### src/rtl/bidir_bus_arbiter.sv
// Direction and enable control for a shared bidirectional bus between
// two sides A and B, with turnaround gaps, hold limits and fair ties.
//
// Parameters:
//   TA_CYC   - undriven turnaround cycles before a direction change (1..15)
//   MAX_HOLD - max consecutive grant cycles while the other side waits (1..255)
// Ports:
//   clk, rst_n     - clock, asynchronous active-low reset
//   req_a, req_b   - drive requests from side A (A->B) and side B (B->A)
//   ctrl           - buffer direction, 1 = A drives B, 0 = B drives A
//   oe             - buffer enable, 0 = both sides released
//   gnt_a, gnt_b   - bus ownership this cycle
//   busy           - arbiter is not in IDLE
module bidir_bus_arbiter #(
   parameter int TA_CYC   = 2,
   parameter int MAX_HOLD = 8
) (
   input  logic clk,
   input  logic rst_n,
   input  logic req_a,
   input  logic req_b,
   output logic ctrl,
   output logic oe,
   output logic gnt_a,
   output logic gnt_b,
   output logic busy
);

   typedef enum logic [1:0] {
      IDLE,
      TA,
      XFER_A,
      XFER_B
   } state_t;

   localparam logic [3:0] TA_LAST   = 4'(TA_CYC - 1);
   localparam logic [7:0] HOLD_MAX  = 8'(MAX_HOLD);
   localparam logic [7:0] HOLD_LAST = 8'(MAX_HOLD - 1);

   state_t     state_q, state_d;
   logic       ctrl_q, ctrl_d;
   logic       oe_q, oe_d;
   logic       gnt_a_q, gnt_a_d;
   logic       gnt_b_q, gnt_b_d;
   logic       busy_q, busy_d;
   logic [7:0] hold_q, hold_d;
   logic [3:0] ta_q, ta_d;
   // 1 = A was granted most recently, 0 = B
   logic       rr_a_q, rr_a_d;

   logic go_xfer, go_ta, go_idle;
   logic tgt_a;
   logic pick_a;
   logic own_a, own_req, oth_req;

   always_comb begin
      state_d = state_q;
      ctrl_d  = ctrl_q;
      oe_d    = oe_q;
      gnt_a_d = gnt_a_q;
      gnt_b_d = gnt_b_q;
      hold_d  = hold_q;
      ta_d    = ta_q;
      rr_a_d  = rr_a_q;
      go_xfer = 1'b0;
      go_ta   = 1'b0;
      go_idle = 1'b0;
      tgt_a   = 1'b0;
      pick_a  = 1'b0;
      own_a   = (state_q == XFER_A);
      own_req = own_a ? req_a : req_b;
      oth_req = own_a ? req_b : req_a;

      unique case (state_q)
         IDLE: begin
            if (req_a || req_b) begin
               pick_a = (req_a && req_b) ? ~rr_a_q : req_a;
               tgt_a  = pick_a;
               if (pick_a == ctrl_q) go_xfer = 1'b1;
               else                  go_ta   = 1'b1;
            end
         end
         TA: begin
            // ctrl already points at the pending side
            if (ta_q == TA_LAST) begin
               tgt_a = ctrl_q;
               if (ctrl_q ? req_a : req_b) go_xfer = 1'b1;
               else                        go_idle = 1'b1;
            end else begin
               ta_d = ta_q + 4'd1;
            end
         end
         XFER_A, XFER_B: begin
            tgt_a = ~own_a;
            if (!own_req) begin
               if (oth_req) go_ta   = 1'b1;
               else         go_idle = 1'b1;
            end else if (oth_req && hold_q >= HOLD_LAST) begin
               go_ta = 1'b1;
            end else begin
               hold_d = (hold_q >= HOLD_MAX) ? HOLD_MAX : hold_q + 8'd1;
            end
         end
         default: go_idle = 1'b1;
      endcase

      if (go_xfer) begin
         state_d = tgt_a ? XFER_A : XFER_B;
         ctrl_d  = tgt_a;
         oe_d    = 1'b1;
         gnt_a_d = tgt_a;
         gnt_b_d = ~tgt_a;
         rr_a_d  = tgt_a;
         hold_d  = 8'd0;
      end else if (go_ta) begin
         state_d = TA;
         ctrl_d  = tgt_a;
         oe_d    = 1'b0;
         gnt_a_d = 1'b0;
         gnt_b_d = 1'b0;
         ta_d    = 4'd0;
      end else if (go_idle) begin
         state_d = IDLE;
         oe_d    = 1'b0;
         gnt_a_d = 1'b0;
         gnt_b_d = 1'b0;
      end

      busy_d = (state_d != IDLE);
   end

   always_ff @(posedge clk or negedge rst_n) begin
      if (!rst_n) begin
         state_q <= IDLE;
         ctrl_q  <= 1'b0;
         oe_q    <= 1'b0;
         gnt_a_q <= 1'b0;
         gnt_b_q <= 1'b0;
         busy_q  <= 1'b0;
         hold_q  <= 8'd0;
         ta_q    <= 4'd0;
         rr_a_q  <= 1'b0;
      end else begin
         state_q <= state_d;
         ctrl_q  <= ctrl_d;
         oe_q    <= oe_d;
         gnt_a_q <= gnt_a_d;
         gnt_b_q <= gnt_b_d;
         busy_q  <= busy_d;
         hold_q  <= hold_d;
         ta_q    <= ta_d;
         rr_a_q  <= rr_a_d;
      end
   end

   assign ctrl  = ctrl_q;
   assign oe    = oe_q;
   assign gnt_a = gnt_a_q;
   assign gnt_b = gnt_b_q;
   assign busy  = busy_q;

endmodule
### config.mk
export PLATFORM = sky130hd
export DESIGN_NAME = bidir_bus_arbiter
export DESIGN_NICKNAME = d
export VERILOG_FILES = /design/src/rtl/bidir_bus_arbiter.sv
export SDC_FILE = /design/constraint.sdc
export NUM_CORES = 1
export LEC_CHECK = 0
export ABC_CLOCK_PERIOD_IN_PS = 2000
export BUFFER_PORTS_ARGS = -buffer_cell sky130_fd_sc_hd__buf_2
export CAP_MARGIN = 20
export CORE_MARGIN = 2
export CORE_UTILIZATION = 50
export DETAILED_ROUTE_END_ITERATION = 8
export GPL_TIMING_DRIVEN = 0
export PLACE_DENSITY = 0.72
export SETUP_SLACK_MARGIN = 0.02
export SLEW_MARGIN = 20
export SYNTH_ARGS = -nofsm -noshare
export SYNTH_HDL_FRONTEND = slang
export SYNTH_SLANG_ARGS = --single-unit
### constraint.sdc
create_clock -name clk -period 2 [get_ports clk]
set_input_delay 0.4 -clock clk [delete_from_list [all_inputs] [get_ports clk]]
set_output_delay 0.4 -clock clk [all_outputs]
set_load 0.005 [all_outputs]
; ---- Word-level counts from Yosys, hierarchy flattened
; Index checks and enable logic that the tools add are counted.
[totals]
regBits = 20
inputBits = 4
wordCells = 76
[op_classes]
n_addsub = 2
magnitude_cmp = 2
eq_ne = 6
n_mux = 43
bitwise = 3
n_reduce_logical = 11
[op_table]
columns = operator, n
row1 = $mux W8, 5
row2 = $mux W1, 27
row3 = $mux W4, 4
row4 = $add A8 B1 Y8 const B, 1
row5 = $ge A8 B3 Y1 const B, 1
row6 = $ge A8 B4 Y1 const B, 1
row7 = $reduce_bool A2 Y1, 4
row8 = $mux W2, 3
row9 = $pmux W1 S2, 3
row10 = $add A4 B1 Y4 const B, 1
row11 = $eq A2 B2 Y1 const B, 2
row12 = $eq A4 B1 Y1 const B, 1
row13 = $not A1 Y1, 3
row14 = $pmux W1 S3, 1
row15 = $reduce_and A3 Y1, 1
row16 = $reduce_bool A3 Y1, 1
row17 = $eq A2 B1 Y1 const B, 1
row18 = $logic_and A1 B1 Y1, 2
row19 = $logic_not A2 Y1, 1
row20 = $ne A2 B2 Y1 const B, 1
row21 = $reduce_or A2 Y1, 1
row22 = $eq A1 B1 Y1, 1
row23 = $logic_or A1 B1 Y1, 1

; ---- Depth between registers and ports, before layout
[depth]
word_depth = 9
ltp_mapped = 8
ltp_nobuf = 7

; ---- Worst setup path before layout
; No wires, ideal clock.
[synth_path]
path_kind = flip-flop to flip-flop
startpoint = register hold_q[0]
endpoint = register ctrl_q (netlist: ctrl)
setup_time_ns = 0.125
arrival_ns = 1.693
setup_slack_ns = 0.182
stages_incl_launch_ff = 7
path_buffers = 0
path_cell_list = dfrtp_1 ha_1 a21oi_1 a21oi_2 a211o_4 nor2_4 mux2_4
[synth_between]
elab_chain_len = 6
[synth_lines]
columns = element, line
row1 = from (decl), 46  ; logic [7:0] hold_q, hold_d;
row2 = from (signal assigned), 150  ; hold_q <= hold_d;
row3 = $ge A8 B3 Y1, 98  ; end else if (oth_req && hold_q >= HOLD_LAST) begin
row4 = $logic_and A1 B1 Y1, 98
row5 = $mux W1, 98
row6 = $mux W1, 95  ; if (!own_req) begin
row7 = $pmux W1 S2, 74  ; unique case (state_q)
row8 = $reduce_bool A2 Y1 (no source line), n/a
row9 = to (signal assigned), 145  ; ctrl_q <= ctrl_d;
row10 = to (decl), 41  ; logic ctrl_q, ctrl_d;
; No other way between the ends.
; A chain may end at the register's enable or synchronous reset.

; ---- Worst setup path after layout
[layout_path]
startpoint = register hold_q[5]
endpoint = register ctrl_q (netlist: ctrl)
; Same word-level chain as after synthesis.

==> results_dict.tcl <==
set metrics [dict create \
    dpl.cell_count 154 \
    whs_ns 0.03066 \
    first_pass_iters 4 \
    grt.total_usage_pct 19.96 \
    post_synth_main_area_contributors "dfrtp_1 (43%), ha_1 (4.3%), nor2_1 (4.1%)" \
    p_switching_uw 726.6 \
    die_w_um 52.53 \
    io_pins 9 \
    htreeDepth 1 \
    fillerInstances 196 \
    vias_per_cell 5.660 \
    multi_input_area_um2 616.8 \
    ctsRootBufferMaster "clkbuf_4" \
    fin_cells 162 \
    synth-simple-area-share_pct 22.21 \
    synth-xor-area-share_pct 1.488 \
    clk_latency_ns 0.29 \
    clock_path_buffers 2 \
    yosysTopAreaCell "dfrtp_1" \
    place_congestion 0.7643 \
    synthAdderAreaFrac_pct 4.251 \
    critPathMaxFanout 6 \
    maxSlewHeadroom_pct 70.12 \
    die_y_um 52.53 \
    synthCells 120 \
    insertedDiodeCount 0 \
    critPathMaxStageDelay_ns 0.44 \
    synth_compound_area_share_pct 20.51 \
    powerDensity_nw_per_um2 1358 \
    cp_cell_sequence "nor4_4 > a21oi_2 > a211o_4 > nor2_4 > mux2_4" \
    timing.fmax_mhz 526.1 \
    cts_sinks 20 \
    cts_hold_buf 0 \
    cts_buffers 3 \
    routed_wl_um 2276 \
    startpoint "hold_q[5]$_DFFE_PN0P_" \
    dpl-instance-area_um2 1242 \
    crit_arrival_ns 2.09 \
    synth_area_um2 1177 \
    yosys.cell_types.count 45 \
    rows 17 \
    cp_slowest_cell "dfrtp_1" \
    grt_setup_unrepaired "false" \
    portBuffers 6 \
    power.leakage_uw 0.0006210 \
    grt_max_degree 21 \
    power_frac_clock_pct 13.2 \
    p_comb_share_pct 50.5 \
    hold_viol_final 0 \
    fin_crit_sh_pct 95.04 \
    final_common_cell "dfrtp_1" \
    drc_errors 0 \
    intPower_uw 1065 \
    syn_area_per_cell_um2 9.811 \
    route.antenna.remaining_nets 0 \
    cts_tree "yes" \
    ys_seq_area_share_pct 42.51 \
    status "complete, no violations" \
    crit_path_start_kind "flop" \
    path_clk_slew_ns 0.12 \
    layout_common_cells "dfrtp_1 (20), nor2_1 (13), nand2_1 (10)" \
    syn_nets 128 \
    yosys.area.top_type_share_pct 42.51 \
    reg2reg_from "hold_q[5]$_DFFE_PN0P_" \
    swShare_pct 40.56 \
    drv_cap 0 \
    ys_async_sr_fraction_pct 100.0 \
    drv_slew 0 \
    antenna_found_initial 0 \
    setup_violations 0 \
    seqCellArea_um2 500.5 \
    worst_pin_slew_ns 0.4482 \
    fin_crit_ns 1.901 \
    area_growth_syn_to_layout_pct 12.01 \
    worstHoldPathType "input pin to asynchronous set/reset pin" \
    grt.overflow.total 0 \
    die-area_um2 2759 \
    dp_hpwl_um 1670 \
    synthMuxAreaShare_pct 3.082 \
    synth_edf_count 0 \
    finalNetCount 143 \
    fin_skew_ns 0.002469 \
    grt_pass1_vias 895 \
    start_util_pct 53.22 \
    synth_ff_type "dfrtp_1" \
    critPathRequiredTime_ns 2.19 \
    grt_pass1_wl_um 3974 \
    core_um2 2212 \
    synth_warnings 0 \
    end_kind "flop" \
    ys_ff_latch 20 \
    vdd_drop_max_uv 908.8 \
    drive_gt1_share_pct 24.63 \
    routedWlPerCell_um 14.05 \
    critPathKind "flop to flop" \
    seqPwrFrac_pct 36.3 \
    stdcell_area_um2 1319 \
    vias 917 \
    drt_iter0_drc 20 \
    synth_top_family_by_area "simple AND/OR/NAND/NOR gates" \
]
layer usage:
layer  GRT usage [%]  share of wire (%)  vias to the layer above  routed length, um
met5               0                  0                        -                  0
met2           30.21                 46                       20               1048
met4           9.402               0.75                        0                 17
li1                -                  -                      447                  -
met3           1.714                2.9                        2                 67
met1           28.78                 50                      448               1142
logic make-up (layout without fill, tap and decap cells):
group,Yosys count,in the layout
AND/OR/NAND/NOR,47,47
multiplexers,3,3
buffers and inverters,14,28
AO/OA/AOI/OAI,30,30
adder cells (fa/ha/maj),4,4
XOR/XNOR,2,2
flip-flops,20,20
synth_stat cells (2+ instances only):
library cell and number:
dfrtp_1 20, buf_4 2, nand3_1 3, ha_1 4, nand2_1 10, inv_1 9
nand2b_1 3, nor2_1 13, and2_1 2, a211oi_1 3, nor2b_1 2, o21ai_0 3
a21oi_1 8, nor3_1 5, o21a_1 2, buf_2 2
flip-flops by register name, indices dropped and copies added, names as in the netlist:
name,count
gnt_a,1
oe,1
ctrl,1
hold_q,8
busy,1
gnt_b,1
state_q,2
rr_a_q,1
ta_q,4
power by group through the flow:
stage          clock, uW  sequential [uW]  combinational [uW]
2_1_floorplan          0              636                 656
3_3_place_gp           0              646                 823
3_5_place_dp           0              658                 851
4_1_cts              243              650                 870
5_1_grt              268              669                1020
6_report             236              650                 905
worst max-delay path, delay by kind of cell, from the launching register on:
kind | cells | cell delay [ns]
multiplexers | 1 | 0.31
AND/OR/NAND/NOR | 2 | 0.52
AO/OA/AOI/OAI | 2 | 0.53
flip-flops | 1 | 0.44
repair_timing:
item                       4_1_cts  5_1_grt
resized for setup                0        2
setup buffers                    1        3
setup endpoints to repair        6        5
pin swaps                        1        1
metrics by stage:
step	setup TNS, ns	utilization, %	power [uW]	worst slack (ns)
floorplan	0	-	1293	0.1823
global placement	0	56.17	1469	0.06116
CTS	0	58.14	1763	0.02762
finish	0	59.62	1791	0.09928
global route	0	59.62	1960	0.02969
detailed placement	-0.02804	56.17	1509	-0.02682
cell type report:
class	count	area share, %
inverters	9	2.562
clock buffers	4	2.751
multi-input cells	86	46.77
well taps	28	2.657
flip-flops and latches	20	37.95
plain buffers	5	2.751
repair buffers	10	4.554
final timing paths:
kind	endpoint	slack, ns	cells past startpoint
setup / recovery	ctrl$_DFFE_PN0P_	0.1	5
hold / removal	ta_q[1]$_DFF_PN0_	0.03	1
setup reg to reg	ctrl$_DFFE_PN0P_	0.1	5
hold reg to reg	oe$_DFFE_PN0P_	0.50	1
max in group asynchronous	hold_q[5]$_DFFE_PN0P_	1.66	1
min in group clk	oe$_DFFE_PN0P_	0.50	1
Power figures use the tool's default switching activity.
